**config.mk**
```make
export PLATFORM = sky130hd
export DESIGN_NAME = mult_div_unit
export DESIGN_NICKNAME = d
export VERILOG_FILES = /design/src/rtl/mdu_pkg.sv /design/src/rtl/mdu_iter_core.sv /design/src/rtl/mult_div_unit.sv
export SDC_FILE = /design/constraint.sdc
export NUM_CORES = 1
export LEC_CHECK = 0
export ABC_AREA = 1
export BUFFER_PORTS_ARGS = -buffer_cell sky130_fd_sc_hd__buf_4
export CELL_PAD_IN_SITES_DETAIL_PLACEMENT = 1
export CELL_PAD_IN_SITES_GLOBAL_PLACEMENT = 2
export CORE_AREA = 8 8 234 236
export CTS_CLUSTER_SIZE = 16
export DETAILED_ROUTE_END_ITERATION = 7
export DIE_AREA = 0 0 242 244
export PLACE_DENSITY_LB_ADDON = 0.08
export SLEW_MARGIN = 0
export SYNTH_ARGS = -nofsm -noshare
export SYNTH_HDL_FRONTEND = slang
export SYNTH_SLANG_ARGS = --single-unit
```
**constraint.sdc**
```tcl
create_clock -name clk -period 7.9 [get_ports clk]
set_input_delay 0.79 -clock clk [delete_from_list [all_inputs] [get_ports clk]]
set_output_delay 0.79 -clock clk [all_outputs]
set_load 0.02 [all_outputs]
```
**src/rtl/mdu_pkg.sv**
```systemverilog
// Shared definitions for the iterative multiply/divide unit: op encodings,
// FSM state type and the default operand width.
package mdu_pkg;

  localparam int MDU_WIDTH = 32;

  localparam logic [1:0] MDU_MULT  = 2'b00;
  localparam logic [1:0] MDU_MULTU = 2'b01;
  localparam logic [1:0] MDU_DIV   = 2'b10;
  localparam logic [1:0] MDU_DIVU  = 2'b11;

  typedef enum logic [1:0] {
    IDLE = 2'd0,
    RUN  = 2'd1,
    FIX  = 2'd2,
    DONE = 2'd3
  } mdu_state_e;

endpackage

```
**src/rtl/mdu_iter_core.sv**
```systemverilog
// One combinational iteration: a shift-add multiply step or a restoring
// divide step on unsigned magnitudes.
module mdu_iter_core
  import mdu_pkg::*;
#(
  parameter int WIDTH = MDU_WIDTH
) (
  input  logic [WIDTH-1:0] acc,
  input  logic             low_bit,
  input  logic [WIDTH-1:0] operand,
  input  logic             is_div,
  output logic [WIDTH-1:0] acc_next,
  output logic             q_bit
);

  logic [WIDTH:0] sum;
  logic [WIDTH:0] shifted;
  logic [WIDTH:0] trial;

  always_comb begin
    sum      = {1'b0, acc} + (low_bit ? {1'b0, operand} : '0);
    shifted  = {acc, low_bit};
    trial    = shifted - {1'b0, operand};
    acc_next = sum[WIDTH:1];
    q_bit    = sum[0];
    if (is_div) begin
      // A set top bit of the trial difference means the subtract went negative.
      if (trial[WIDTH]) begin
        acc_next = shifted[WIDTH-1:0];
        q_bit    = 1'b0;
      end else begin
        acc_next = trial[WIDTH-1:0];
        q_bit    = 1'b1;
      end
    end
  end

endmodule

```
**src/rtl/mult_div_unit.sv**
```systemverilog
// Iterative MULT/MULTU/DIV/DIVU unit; results feed the HI/LO registers and
// resultValid is their one-cycle write enable.
module mult_div_unit
  import mdu_pkg::*;
#(
  parameter int WIDTH = MDU_WIDTH,
  parameter int CNT_W = 6
) (
  input  logic             clk,
  input  logic             rst_n,
  input  logic             start,
  input  logic [1:0]       op,
  input  logic [WIDTH-1:0] srcA,
  input  logic [WIDTH-1:0] srcB,
  input  logic             flush,
  output logic             busy,
  output logic [WIDTH-1:0] hiResult,
  output logic [WIDTH-1:0] loResult,
  output logic             resultValid
);

  mdu_state_e       state_reg, state_next;
  logic [CNT_W-1:0] cnt_reg;
  logic             is_div_reg, sign_res_reg, sign_rem_reg, dz_reg;
  logic [WIDTH-1:0] acc_reg, lo_reg, opnd_reg;
  logic [WIDTH-1:0] hi_result_reg, lo_result_reg;

  logic             op_div, op_signed, a_neg, b_neg, div_zero, accept;
  logic [WIDTH-1:0] mag_a, mag_b;
  logic [WIDTH-1:0] core_acc_next;
  logic             core_q;
  logic [WIDTH-1:0] hi_fix, lo_fix;

  always_comb begin
    op_div    = op[1];
    op_signed = ~op[0];
    a_neg     = op_signed & srcA[WIDTH-1];
    b_neg     = op_signed & srcB[WIDTH-1];
    mag_a     = a_neg ? -srcA : srcA;
    mag_b     = b_neg ? -srcB : srcB;
    div_zero  = op_div && (srcB == '0);
    accept    = start && !flush;
  end

  mdu_iter_core #(.WIDTH(WIDTH)) u_core (
    .acc      (acc_reg),
    .low_bit  (is_div_reg ? lo_reg[WIDTH-1] : lo_reg[0]),
    .operand  (opnd_reg),
    .is_div   (is_div_reg),
    .acc_next (core_acc_next),
    .q_bit    (core_q)
  );

  always_ff @(posedge clk) begin
    if (!rst_n) state_reg <= IDLE;
    else        state_reg <= state_next;
  end

  // Divide by zero skips the iterations and spends a single FIX cycle,
  // so its valid pulse appears one edge after the operands are latched.
  always_comb begin
    state_next = state_reg;
    case (state_reg)
      IDLE: if (accept) state_next = div_zero ? FIX : RUN;
      RUN: begin
        if (flush)                                state_next = IDLE;
        else if (cnt_reg == CNT_W'(WIDTH - 1))    state_next = FIX;
      end
      FIX:     state_next = flush ? IDLE : DONE;
      DONE:    state_next = IDLE;
      default: state_next = IDLE;
    endcase
  end

  always_comb begin
    hi_fix = acc_reg;
    lo_fix = lo_reg;
    if (dz_reg) begin
      // Undo the magnitude conversion so HI returns the dividend unchanged.
      lo_fix = '1;
      hi_fix = sign_rem_reg ? -lo_reg : lo_reg;
    end else if (is_div_reg) begin
      lo_fix = sign_res_reg ? -lo_reg  : lo_reg;
      hi_fix = sign_rem_reg ? -acc_reg : acc_reg;
    end else if (sign_res_reg) begin
      {hi_fix, lo_fix} = -{acc_reg, lo_reg};
    end
  end

  always_ff @(posedge clk) begin
    if (!rst_n) begin
      cnt_reg       <= '0;
      is_div_reg    <= 1'b0;
      sign_res_reg  <= 1'b0;
      sign_rem_reg  <= 1'b0;
      dz_reg        <= 1'b0;
      acc_reg       <= '0;
      lo_reg        <= '0;
      opnd_reg      <= '0;
      hi_result_reg <= '0;
      lo_result_reg <= '0;
    end else begin
      case (state_reg)
        IDLE: begin
          if (accept) begin
            is_div_reg   <= op_div;
            sign_res_reg <= a_neg ^ b_neg;
            sign_rem_reg <= op_div & a_neg;
            dz_reg       <= div_zero;
            opnd_reg     <= op_div ? mag_b : mag_a;
            lo_reg       <= op_div ? mag_a : mag_b;
            acc_reg      <= '0;
            cnt_reg      <= '0;
          end
        end
        RUN: begin
          acc_reg <= core_acc_next;
          lo_reg  <= is_div_reg ? {lo_reg[WIDTH-2:0], core_q}
                                : {core_q, lo_reg[WIDTH-1:1]};
          cnt_reg <= cnt_reg + CNT_W'(1);
        end
        FIX: begin
          if (!flush) begin
            hi_result_reg <= hi_fix;
            lo_result_reg <= lo_fix;
          end
        end
        default: ;
      endcase
    end
  end

  assign busy        = (state_reg == RUN) || (state_reg == FIX);
  assign resultValid = (state_reg == DONE);
  assign hiResult    = hi_result_reg;
  assign loResult    = lo_result_reg;

endmodule
```
==> summary.md <==
The run finished with clean final reports. After synthesis the netlist holds a flip-flop and latch count of 172. The die covers 59000 sq um. Before antenna repair, the detailed router went through 5 iterations. Registers take 3450 sq um. TritonCTS built the clock tree. The longest individual stage delay on the worst path is 550 ps. In this design, the critical path's most frequently occurring cell is sky130_fd_sc_hd__nand2_2. The number of vias per cell after detailed routing was 5.62; the number of global-route vias before repair was 22200. The routed layout has 21800 vias. After floorplanning, the core was sized to cover 50900 sq um. Dividing the detail-routed wire length by the instance count gives 23.4 microns. In the final layout, the multi-input gates occupy 12100 sq um.

The tools report the required time reported for the critical path endpoint as 8240 ps. The fraction of registers with async set or reset after synthesis was 0%; the instance count after placement with tap cells included was 3842. In this run the most critical hold path is launched from cnt_reg[1].

Reg-to-reg startpoint: is_div_reg. Overall power consumption after layout is estimated at 5.39 mW. Data on the critical path arrives at its endpoint at 4180 ps.

Wires add up to 90700 microns. The time the worst path needs with I/O delays and setup is 3850 ps, and the post-placement setup slack is 4190 ps. The category of the most critical setup path was reg -> reg. Share of the yosys chip area belonging to registers: 19.4%.

The path type of the worst min-delay path is reg -> reg. For this design the static power due to leakage is 9.54 nW. Clock latency on the worst-skew pair, taken at its later pin, is 500 ps.

The post-route netlist has 9.08% of its cells at a drive strength greater than 1. The buffer and inverter count on the worst path works out to 3. The repair_antennas step left the layout with diodes totalling 0. Along the worst path, the maximum fanout reaches 46. The tools report the final weighted congestion in routability-driven placement as 0.946. The logs give 260 MHz for the top achievable clock speed and 60 for the count of cell types in the netlist. The row count was 83; the number of non-filler instances in the completed layout was 3874. Between clock sinks in the finished design, the worst skew comes to 14.5 ps.

Entering global routing, the biggest net connects 78 pins. Setup repair after global routing left no endpoint under its margin. For the number of routed nets with antenna violations, the log shows 0. In the layout the commonest cells are sky130_fd_sc_hd__nand2_1, sky130_fd_sc_hd__inv_1, sky130_fd_sc_hd__a21oi_1. Normalized max-slew margin: 35.0%. The logs give 0 for the number of hold violations in the final report and 34.8% for the effective utilization at floorplan. The startpoint class of the critical path was a register. The finished cells cover 19800 sq um. The run gives 0 as the leftover overflow at the end of global routing. The startpoint of the most critical setup path was is_div_reg. Traced cell by cell, the critical path runs through buf_4 -> o21ai_2 -> buf_4 -> ha_1 -> fa_1 -> inv_1 -> nand2_1 -> nand2_1 -> nand3_1 -> nand2_2 -> nand2_2 -> nand2_4 -> nand2_4 -> nand2_4 -> nand2_2 -> nand2_2 -> o21ai_0 -> o21bai_1 -> a21oi_1. The number of buffers inserted by post-CTS setup repair is 0, and the layout overhead on the synthesized area is 12.0%. The sort of element at the end of the critical path is a register. The first global-routing pass estimated 136000 microns of wire. Once the clock tree was built, the resizer swapped 0 gates to a different size. The accumulated negative setup slack is 0 ps.

In this run the clock root is driven by a sky130_fd_sc_hd__clkbuf_16. The share of the cycle needed by the critical path after routing came out at 48.7%. For the number of top-level pins, the log shows 136.

Most used flip-flop cell after synthesis: sky130_fd_sc_hd__dfxtp_1. The tools report the number of filler cells placed in the layout as 7039. In the routed design, unresolved DRC markers number 0. Counting every net in the synthesized netlist gives 3275. Yosys printed 0 warnings. The worst path meets setup with 4050 ps of slack. Number of pins with negative max-slew slack in the final report: 0.

The overall global routing resource usage came out at 29.6%. In this run the number of H-tree levels came out at 4. The floorplan step set the die height to 244 microns. The longest clock path from root to sink contains 2 buffers. In the synthesized netlist, the number of instances is 3128. The total of buffers placed on input and output ports was 135; the first-iteration detailed-routing DRC count was 1479. For the pin with the worst max-slew slack, the measured transition is 973 ps. The kind of cell with the highest combined delay along the critical path is simple AND/OR/NAND/NOR gates.

The placed instances occupy a cell area of 19200 sq um. Each instance of the synthesized netlist takes up on average 5.66 sq um. Leaving out fill and tap cells, the most frequent cell in the layout is sky130_fd_sc_hd__nand2_1. The run gives 172 as the clock net sink count. The register clock-pin slew on the reported worst setup and hold paths came out at 80 ps. The tool flagged a number of max-cap violations equal to 0. VDD sags by at most 182 uV.

The placed wire-length estimate after detailed placement was 72700 microns. Power density over the cells: 271 nW/um^2. Final count of negative-setup-slack endpoints: 0.

The area of the mapped netlist came out at 17700 sq um. The logs give 1 for the number of antenna violations at the first check in global routing and 17 for the total CTS buffers. From left edge to right edge, the die measures 242 microns.

The net count of the finished layout is 3328. For this design, the slowest cell found on the critical path is sky130_fd_sc_hd__nand2_2. The hold-fix buffer count after cts is 0, and the number of enable-type register cells in the synthesized netlist is 0.
-- final timing paths --
check / to / slack, ps / cells after the start
min reg2reg: cnt_reg[1] / 510 / 2
min: cnt_reg[1] / 510 / 2
max reg2reg: acc_reg[0] / 4050 / 19
max: acc_reg[0] / 4050 / 19
-- synth_stat cells (3+ instances only) --
library cell               number  area [sq um]
sky130_fd_sc_hd__a21oi_1      287          1440
sky130_fd_sc_hd__nor2_1       284          1070
sky130_fd_sc_hd__o21ai_1       19          95.1
sky130_fd_sc_hd__ha_1          75           938
sky130_fd_sc_hd__inv_2         14          52.6
sky130_fd_sc_hd__o221a_2        6          67.6
sky130_fd_sc_hd__buf_6          6          67.6
sky130_fd_sc_hd__nand3_2        4          40.0
sky130_fd_sc_hd__a31oi_1       27           169
sky130_fd_sc_hd__o21a_1         5          37.5
sky130_fd_sc_hd__nor3_1        39           195
sky130_fd_sc_hd__buf_1         15          56.3
sky130_fd_sc_hd__nand2_2       14          87.6
sky130_fd_sc_hd__a21o_1         3          22.5
sky130_fd_sc_hd__nor4_1         8          50.1
sky130_fd_sc_hd__nor2_4         6          67.6
sky130_fd_sc_hd__a22oi_1       12          90.1
sky130_fd_sc_hd__xnor2_1       13           114
sky130_fd_sc_hd__xor2_1        66           578
sky130_fd_sc_hd__nand2_1      829          3110
sky130_fd_sc_hd__o21ai_0      261          1310
sky130_fd_sc_hd__inv_1        417          1570
sky130_fd_sc_hd__nor2_2        17           106
sky130_fd_sc_hd__buf_2         14          70.1
sky130_fd_sc_hd__dfxtp_1      172          3440
sky130_fd_sc_hd__nand2_4        6          67.6
sky130_fd_sc_hd__o221ai_1       8          70.1
sky130_fd_sc_hd__and3_1         3          18.8
sky130_fd_sc_hd__or2_1          3          18.8
sky130_fd_sc_hd__nand4_1       35           219
sky130_fd_sc_hd__clkbuf_1      89           334
sky130_fd_sc_hd__or2_2         12          75.1
sky130_fd_sc_hd__o21bai_1      12          90.1
sky130_fd_sc_hd__nand3b_1       7          52.6
sky130_fd_sc_hd__a21oi_2        3          26.3
sky130_fd_sc_hd__nand3_1      281          1410
sky130_fd_sc_hd__o211ai_1      27           203
-- worst register-to-register path: cells and delay by family (launching register included) --
family	cells	cell delay (ps)
DFF	1	320
and+or+nand+nor	10	1260
AOI/OAI and AO/OA	4	620
adders and majority gates	2	670
buffers and inverters	3	840
-- routing by layer --
layer | vias to the layer above | GRT usage, % | share of wire, %
met5 | - | 0 | 0
met4 | 0 | 12.6 | 4.2
met3 | 143 | 4.05 | 4.8
met2 | 615 | 48.6 | 46
met1 | 10700 | 38.6 | 45
li1 | 10300 | - | -
-- stage by stage --
| stage | hold slack [ps] | utilization (%) |
|---|---|---|
| after detailed placement | 487 | 37.8 |
| after floorplan | 458 | - |
| after global routing | 539 | 39.0 |
| after CTS | 503 | 39.0 |
| after global placement | 473 | 37.8 |
| final | 505 | 39.0 |
-- kinds of logic after synthesis --
kind of cell               after synthesis  synth area share, %
AOI/OAI and AO/OA                      687                 21.3
xor gates and xnor gates                79                 3.91
adders and majority gates               77                 5.53
buffers and inverters                  558                 12.2
DFF                                    172                 19.4
and+or+nand+nor                       1555                 37.6
-- area by class of cell --
class | instances | area share [%]
clock inverters | 14 | 0.814
repair buffers | 158 | 5.98
flip-flops and latches | 172 | 17.4
multi-input cells | 2398 | 61.1
well taps | 680 | 4.29
inverters | 434 | 8.22
clock buffers | 18 | 2.21
-- report_power, final --
group	switching, mW	internal, mW
Combinational	2.37	0.912
Sequential	0.207	0.996
Clock	0.465	0.434
Total	3.04	2.34
(Power assumes the default switching activity.)
